<file path="src/rtl/alu_ctrl_if.sv">
// Command channel of alu_ctrl: one instruction per valid/ready handshake.
// The sequencer is the slave; whoever issues instructions is the master.
interface alu_ctrl_if #(
    parameter int W  = 4,
    parameter int AW = 2
);
    logic          cmd_valid;
    logic          cmd_ready;
    logic [2:0]    cmd_op;
    logic [AW-1:0] cmd_rd;
    logic [AW-1:0] cmd_rs;
    logic [AW-1:0] cmd_rt;
    logic [W-1:0]  cmd_imm;
    logic          cmd_use_ci;

    modport master (
        output cmd_valid, cmd_op, cmd_rd, cmd_rs, cmd_rt,
        output cmd_imm, cmd_use_ci,
        input  cmd_ready
    );

    modport slave (
        input  cmd_valid, cmd_op, cmd_rd, cmd_rs, cmd_rt,
        input  cmd_imm, cmd_use_ci,
        output cmd_ready
    );
endinterface

</file>
<file path="src/rtl/alu_ctrl.sv">
// Two-cycle command sequencer around an external combinational ALU:
// reads operands from a small register file, drives the ALU from flops, writes back.
module alu_ctrl #(
    parameter int W  = 4,
    parameter int AW = 2
) (
    input  logic         clk,
    input  logic         rst_n,
    alu_ctrl_if.slave    cmd,
    output logic [2:0]   alu_op_o,
    output logic [W-1:0] alu_a_o,
    output logic [W-1:0] alu_b_o,
    output logic         alu_ci_o,
    input  logic [W-1:0] alu_y_i,
    input  logic         alu_co_i,
    output logic         res_valid_o,
    output logic [W-1:0] res_data_o,
    output logic         res_co_o,
    output logic         err_o
);
    localparam int NREG = 1 << AW;

    localparam logic [2:0] OP_LOAD = 3'b000;
    localparam logic [2:0] OP_ADD  = 3'b001;
    localparam logic [2:0] OP_SUB  = 3'b010;
    localparam logic [2:0] OP_AND  = 3'b100;
    localparam logic [2:0] OP_OR   = 3'b101;
    localparam logic [2:0] OP_XOR  = 3'b110;

    typedef enum logic {IDLE, EXEC} state_t;

    state_t        state_q, state_d;
    logic [2:0]    op_q, op_d;
    logic [AW-1:0] rd_q, rd_d;
    logic [W-1:0]  imm_q, imm_d;
    logic [2:0]    alu_op_q, alu_op_d;
    logic [W-1:0]  alu_a_q, alu_a_d;
    logic [W-1:0]  alu_b_q, alu_b_d;
    logic          alu_ci_q, alu_ci_d;
    logic          cflag_q, cflag_d;
    logic          res_valid_q, res_valid_d;
    logic [W-1:0]  res_data_q, res_data_d;
    logic          res_co_q, res_co_d;
    logic          err_q, err_d;
    logic [W-1:0]  rf_q [NREG];
    logic          rf_we;
    logic [W-1:0]  wdata;
    logic          accept;
    logic          arith;

    assign cmd.cmd_ready = (state_q == IDLE);
    assign accept        = cmd.cmd_valid & cmd.cmd_ready;
    assign arith         = (cmd.cmd_op == OP_ADD) | (cmd.cmd_op == OP_SUB);

    always_comb begin
        state_d     = state_q;
        op_d        = op_q;
        rd_d        = rd_q;
        imm_d       = imm_q;
        alu_op_d    = alu_op_q;
        alu_a_d     = alu_a_q;
        alu_b_d     = alu_b_q;
        alu_ci_d    = alu_ci_q;
        cflag_d     = cflag_q;
        res_valid_d = 1'b0;
        res_data_d  = res_data_q;
        res_co_d    = res_co_q;
        err_d       = err_q;
        rf_we       = 1'b0;
        wdata       = '0;
        unique case (state_q)
            IDLE: begin
                if (accept) begin
                    op_d     = cmd.cmd_op;
                    rd_d     = cmd.cmd_rd;
                    imm_d    = cmd.cmd_imm;
                    alu_op_d = cmd.cmd_op;
                    alu_a_d  = rf_q[cmd.cmd_rs];
                    alu_b_d  = rf_q[cmd.cmd_rt];
                    alu_ci_d = arith & cmd.cmd_use_ci & cflag_q;
                    state_d  = EXEC;
                end
            end
            EXEC: begin
                state_d     = IDLE;
                res_valid_d = 1'b1;
                unique case (op_q)
                    OP_ADD, OP_SUB: begin
                        rf_we   = 1'b1;
                        wdata   = alu_y_i;
                        cflag_d = alu_co_i;
                    end
                    OP_AND, OP_OR, OP_XOR: begin
                        rf_we = 1'b1;
                        wdata = alu_y_i;
                    end
                    OP_LOAD: begin
                        rf_we = 1'b1;
                        wdata = imm_q;
                    end
                    default: err_d = 1'b1;
                endcase
                res_data_d = wdata;
                res_co_d   = cflag_d;
            end
        endcase
    end

    always_ff @(posedge clk or negedge rst_n) begin
        if (!rst_n) begin
            state_q     <= IDLE;
            op_q        <= '0;
            rd_q        <= '0;
            imm_q       <= '0;
            alu_op_q    <= '0;
            alu_a_q     <= '0;
            alu_b_q     <= '0;
            alu_ci_q    <= 1'b0;
            cflag_q     <= 1'b0;
            res_valid_q <= 1'b0;
            res_data_q  <= '0;
            res_co_q    <= 1'b0;
            err_q       <= 1'b0;
        end else begin
            state_q     <= state_d;
            op_q        <= op_d;
            rd_q        <= rd_d;
            imm_q       <= imm_d;
            alu_op_q    <= alu_op_d;
            alu_a_q     <= alu_a_d;
            alu_b_q     <= alu_b_d;
            alu_ci_q    <= alu_ci_d;
            cflag_q     <= cflag_d;
            res_valid_q <= res_valid_d;
            res_data_q  <= res_data_d;
            res_co_q    <= res_co_d;
            err_q       <= err_d;
        end
    end

    // Register file is cleared by reset so an aborted command leaves no trace.
    always_ff @(posedge clk or negedge rst_n) begin
        if (!rst_n) begin
            for (int i = 0; i < NREG; i++) begin
                rf_q[i] <= '0;
            end
        end else if (rf_we) begin
            rf_q[rd_q] <= wdata;
        end
    end

    assign alu_op_o    = alu_op_q;
    assign alu_a_o     = alu_a_q;
    assign alu_b_o     = alu_b_q;
    assign alu_ci_o    = alu_ci_q;
    assign res_valid_o = res_valid_q;
    assign res_data_o  = res_data_q;
    assign res_co_o    = res_co_q;
    assign err_o       = err_q;
endmodule

</file>
<file path="src/flat_wrapper.sv">
// flat-port wrapper written by rule: the top's interface ports become plain ports
module alu_ctrl_flat 
#(
    parameter int W  = 4,
    parameter int AW = 2
)
  (clk, rst_n, alu_op_o, alu_a_o, alu_b_o, alu_ci_o, alu_y_i, alu_co_i, res_valid_o, res_data_o, res_co_o, err_o, cmd_cmd_valid, cmd_cmd_op, cmd_cmd_rd, cmd_cmd_rs, cmd_cmd_rt, cmd_cmd_imm, cmd_cmd_use_ci, cmd_cmd_ready);
  alu_ctrl_if #(.W(W), .AW(AW)) cmd_i ();
  input  logic clk;
  input  logic rst_n;
  output logic [2:0] alu_op_o;
  output logic [W-1:0] alu_a_o;
  output logic [W-1:0] alu_b_o;
  output logic alu_ci_o;
  input  logic [W-1:0] alu_y_i;
  input  logic alu_co_i;
  output logic res_valid_o;
  output logic [W-1:0] res_data_o;
  output logic res_co_o;
  output logic err_o;
  input wire logic [$bits(cmd_i.cmd_valid)-1:0] cmd_cmd_valid;
  input wire logic [$bits(cmd_i.cmd_op)-1:0] cmd_cmd_op;
  input wire logic [$bits(cmd_i.cmd_rd)-1:0] cmd_cmd_rd;
  input wire logic [$bits(cmd_i.cmd_rs)-1:0] cmd_cmd_rs;
  input wire logic [$bits(cmd_i.cmd_rt)-1:0] cmd_cmd_rt;
  input wire logic [$bits(cmd_i.cmd_imm)-1:0] cmd_cmd_imm;
  input wire logic [$bits(cmd_i.cmd_use_ci)-1:0] cmd_cmd_use_ci;
  output wire logic [$bits(cmd_i.cmd_ready)-1:0] cmd_cmd_ready;
  assign cmd_i.cmd_valid = cmd_cmd_valid;
  assign cmd_i.cmd_op = cmd_cmd_op;
  assign cmd_i.cmd_rd = cmd_cmd_rd;
  assign cmd_i.cmd_rs = cmd_cmd_rs;
  assign cmd_i.cmd_rt = cmd_cmd_rt;
  assign cmd_i.cmd_imm = cmd_cmd_imm;
  assign cmd_i.cmd_use_ci = cmd_cmd_use_ci;
  assign cmd_cmd_ready = cmd_i.cmd_ready;
  alu_ctrl #(.W(W), .AW(AW)) u_core (.clk(clk), .rst_n(rst_n), .cmd(cmd_i), .alu_op_o(alu_op_o), .alu_a_o(alu_a_o), .alu_b_o(alu_b_o), .alu_ci_o(alu_ci_o), .alu_y_i(alu_y_i), .alu_co_i(alu_co_i), .res_valid_o(res_valid_o), .res_data_o(res_data_o), .res_co_o(res_co_o), .err_o(err_o));
endmodule
</file>
<file path="config.mk">
export PLATFORM = sky130hd
export DESIGN_NAME = alu_ctrl_flat
export DESIGN_NICKNAME = d
export VERILOG_FILES = /design/src/rtl/alu_ctrl_if.sv /design/src/rtl/alu_ctrl.sv /design/src/flat_wrapper.sv
export SDC_FILE = /design/constraint.sdc
export NUM_CORES = 1
export LEC_CHECK = 0
export BUFFER_PORTS_ARGS = -buffer_cell sky130_fd_sc_hd__buf_2
export CAP_MARGIN = 5
export CORE_MARGIN = 2
export CORE_UTILIZATION = 44
export CTS_CLUSTER_SIZE = 24
export DETAILED_ROUTE_END_ITERATION = 6
export PLACE_DENSITY = 0.74
export SYNTH_ARGS = -nofsm -noshare
export SYNTH_HDL_FRONTEND = slang
export SYNTH_SLANG_ARGS = --single-unit
</file>
<file path="constraint.sdc">
create_clock -name clk -period 1.93 [get_ports clk]
set_input_delay 0.2895 -clock clk [delete_from_list [all_inputs] [get_ports clk]]
set_output_delay 0.2895 -clock clk [all_outputs]
set_load 0.03 [all_outputs]
</file>
==> qor.log <==
INFO  synth          post_synthesis_net_count=144
INFO  timing         finalHoldViolCount=0
INFO  layout         diodes_inserted=0
INFO  layout         nFillCells=354
INFO  floorplan      chipWidth=69.94um
INFO  timing         setup-tns-final=0ns
INFO  worst_setup_path timing.critical_path.from_type=flop
INFO  timing         layout_skew=0.003413ns
INFO  clock_network  post_cts_hold_fix_bufs=0
INFO  floorplan      dieArea=4892um^2
INFO  timing         timing.fmax=571.1MHz
INFO  drt            detail_route.vias_per_cell=5.416
INFO  global_route   globalRouteTotalUtil=0.1634
INFO  layout         final_core_utilization=0.5594
INFO  floorplan      row_count=23
INFO  timing         relSlewSlack=0.6481
INFO  layout         layout-area-overhead-vs-synth=19.49%
INFO  power          ir_worst_vdd=0.5171mV
INFO  worst_setup_path critPathBufInv=0
INFO  synth          seq_area_frac_synth=0.5494
INFO  synth          synth.lib_cells_used.distinct=22
INFO  timing         final.min_clock_period=1.751ns
INFO  global_route   grt_max_degree=43
INFO  place          gp_routability_congestion=0.7799
INFO  floorplan      die_y=69.94um
INFO  clock_network  cts.reportedPaths.clkPinSlew=0.08ns
INFO  drt            drt_pre_antenna_iters=4
INFO  drt            routed_wl=3.588mm
INFO  floorplan      core=4086um^2
INFO  timing         final_setup_violation_count=0
INFO  worst_setup_path worstSetupEndpointType=flop
INFO  timing         fin_crit_sh=0.9073
INFO  global_route   first_global_vias=1256
INFO  clock_network  ctsRootBufferMaster=sky130_fd_sc_hd__clkbuf_8
INFO  drt            wire_length_per_cell=16.38um
INFO  power          power_density=1364nW/um^2
INFO  clock_network  clock_sinks=42
INFO  run            number_of_violations_of_the_max_capacitance_limit=0
INFO  synth          synth_area=1913um^2
INFO  clock_network  cts_max_path_buffers=2
INFO  worst_setup_path worstPathRequired=2.11ns
INFO  synth          synth_warnings=0
INFO  worst_setup_path cp_data_arrival_time=1.93ns
INFO  synth          syn-instance-count=122
INFO  timing         rsz_0062_raised_after_global_routing=no
INFO  floorplan      io_pins=42
INFO  drt            initialDrtViolationCount=66
INFO  drt            route.detailed.drc=0
INFO  place          buffer_ports.inserted=41
INFO  place          place.detailed.hpwl=2.698mm
INFO  worst_setup_path cpMaxStageDelayCell=sky130_fd_sc_hd__dfrtp_1
INFO  layout         fin_nets=190
INFO  worst_setup_path timing.critical_path.fanout_max=9
INFO  worst_setup_path path_delay_family=flip-flops
INFO  worst_setup_path timing.critical_path.cells=a21boi_2 -> nor3b_4 -> mux2_2
INFO  power          power_leakage=1.068nW
INFO  drt            detail-route-antenna-nets=0
INFO  layout         share_of_layout_cells_above_drive_strength_1=0.5976
INFO  drt            vias=1186
INFO  clock_network  tritoncts=built
INFO  outcome        status=complete, no violations
INFO  clock_network  cts-buffers-inserted=5
INFO  floorplan      start_util=0.4682
INFO  timing         worst_slew_pin_slew=0.5279ns
INFO  hold_path      hold_path_class=in2async
INFO  global_route   initial_antenna_violation_count=0
INFO  clock_network  h-tree-depth=2
INFO  global_route   globalRouteOverflowTotal=0
INFO  clock_network  clk-insertion-delay-late=0.29ns
INFO  synth          synth.avg_cell_area=15.68um^2
INFO  worst_setup_path worstSetupPathType=reg2reg
INFO  synth          ys_ff_latch=42
INFO  worst_setup_path critPathMaxStageDelay=0.56ns
INFO  timing         timing.final.max_slew_violations=0
INFO  global_route   grt_pass1_wl=6.223mm
[path summary, 6_finish.rpt]
check	startpoint	to	slack (ns)	cells after the start
setup / recovery	u_core.state_q$_DFF_PN0_	u_core.rf_q[13]$_DFFE_PN0P_	0.18	3
hold / removal	rst_n	u_core.res_valid_o$_DFF_PN0_	0.05	2
setup reg to reg	u_core.state_q$_DFF_PN0_	u_core.rf_q[13]$_DFFE_PN0P_	0.18	3
hold reg to reg	u_core.err_o$_DFFE_PN0P_	u_core.err_o$_DFFE_PN0P_	0.47	1
max in group asynchronous	rst_n	u_core.alu_a_o[1]$_DFFE_PN0P_	1.51	2
min in group clk	cmd_cmd_imm[1]	u_core.imm_q[1]$_DFFE_PN0P_	0.23	2
[what timing repair did]
action                     4_1_cts  5_1_grt
gates resized for setup          0        1
setup endpoints to repair        0        4
setup buffers                    0        0
[worst reg2reg max path, delay by kind of cell (launching register included)]
kind	cells	cell delay [ns]
AND/OR/NAND/NOR	1	0.38
AO/OA/AOI/OAI	1	0.31
flip-flops	1	0.56
multiplexers	1	0.38
[through the flow]
step / total power, W / instances / hold WS (ns) / setup slack, ns / area (um^2)
floorplan: 0.002179 / 122 / -0.006091 / 0.2869 / 1913
global route: 0.003294 / 219 / 0.1121 / 0.07912 / 2286
detailed placement: 0.002496 / 211 / 0.3931 / 0.07854 / 2170
finish: 0.003117 / 219 / 0.05203 / 0.1789 / 2286
global placement: 0.002439 / 211 / 0.3735 / 0.1571 / 2170
CTS: 0.003145 / 219 / 0.07796 / 0.06923 / 2280
[Yosys cell counts]
cell / n / share of area
sky130_fd_sc_hd__dfrtp_1: 42 / 0.55
sky130_fd_sc_hd__mux2_2: 38 / 0.22
sky130_fd_sc_hd__mux4_2: 8 / 0.094
sky130_fd_sc_hd__nor2b_1: 6 / 0.020
sky130_fd_sc_hd__a221o_1: 4 / 0.021
sky130_fd_sc_hd__and3b_1: 4 / 0.018
sky130_fd_sc_hd__buf_2: 3 / 0.0078
sky130_fd_sc_hd__inv_1: 2 / 0.0039
sky130_fd_sc_hd__nand3b_1: 2 / 0.0078
sky130_fd_sc_hd__a21boi_2: 1 / 0.0059
sky130_fd_sc_hd__a31o_2: 1 / 0.0046
sky130_fd_sc_hd__buf_4: 1 / 0.0039
sky130_fd_sc_hd__buf_6: 1 / 0.0059
sky130_fd_sc_hd__nand3_1: 1 / 0.0026
sky130_fd_sc_hd__nand4_1: 1 / 0.0033
sky130_fd_sc_hd__nor2_1: 1 / 0.0020
sky130_fd_sc_hd__nor3_1: 1 / 0.0026
sky130_fd_sc_hd__nor3b_2: 1 / 0.0065
sky130_fd_sc_hd__o21ai_0: 1 / 0.0026
sky130_fd_sc_hd__o21ba_1: 1 / 0.0052
sky130_fd_sc_hd__xnor2_1: 1 / 0.0046
sky130_fd_sc_hd__xor2_1: 1 / 0.0046
[layout make-up]
type,instances,area (um^2),share of cell area
Timing Repair Buffer,44,227.7,0.09962
Multi-Input combinational cell,73,827.0,0.3618
Inverter,2,7.507,0.003284
Sequential cell,42,1051,0.4598
Tap cell,50,62.56,0.02737
Clock buffer,8,110.1,0.04817
[layer usage]
metal | global-route usage | wire length, um | vias up
met5 | 0 | 0 | -
met4 | 0.05769 | 53 | 0
met3 | 0.03896 | 144 | 7
met2 | 0.2571 | 1797 | 25
met1 | 0.2222 | 1592 | 607
li1 | - | - | 547
[where the power goes]
| group | internal (W) | leakage, nW | total, W | switching, W |
|---|---|---|---|---|
| Combinational | 0.000528 | 0.494 | 0.00106 | 0.000527 |
| Clock | 0.000361 | 0.0575 | 0.000651 | 0.000290 |
| Sequential | 0.00120 | 0.516 | 0.00141 | 0.000216 |
| Total | 0.00208 | 1.07 | 0.00312 | 0.00103 |
[state kept, by name, indices dropped and copies added, names as in the netlist, 2 cells and up]
signal	count
u_core.alu_a_o	4
u_core.alu_op_o	3
u_core.alu_b_o	4
u_core.res_data_o	4
u_core.rf_q	16
u_core.rd_q	2
u_core.imm_q	4
[logic make-up (layout without fill, tap and decap cells)]
logic type | after synthesis | count (layout) | share of synthesized area
AOI/OAI and AO/OA | 8 | 8 | 0.03924
xor gates and xnor gates | 2 | 2 | 0.009158
buffers and inverters | 7 | 54 | 0.02158
DFF | 42 | 42 | 0.5494
muxes | 46 | 46 | 0.3179
and+or+nand+nor | 17 | 17 | 0.06278
[layout by cell type, fill, tap and decap left out, types with 2 or more instances in the layout]
master / n
sky130_fd_sc_hd__buf_4: 3
sky130_fd_sc_hd__and3b_1: 4
sky130_fd_sc_hd__mux2_2: 38
sky130_fd_sc_hd__buf_2: 41
sky130_fd_sc_hd__clkbuf_8: 8
sky130_fd_sc_hd__dfrtp_1: 42
sky130_fd_sc_hd__a221o_1: 4
sky130_fd_sc_hd__nor2b_1: 6
sky130_fd_sc_hd__nand3b_1: 2
sky130_fd_sc_hd__mux4_2: 8
sky130_fd_sc_hd__inv_1: 2
(Power assumes the default switching activity.)
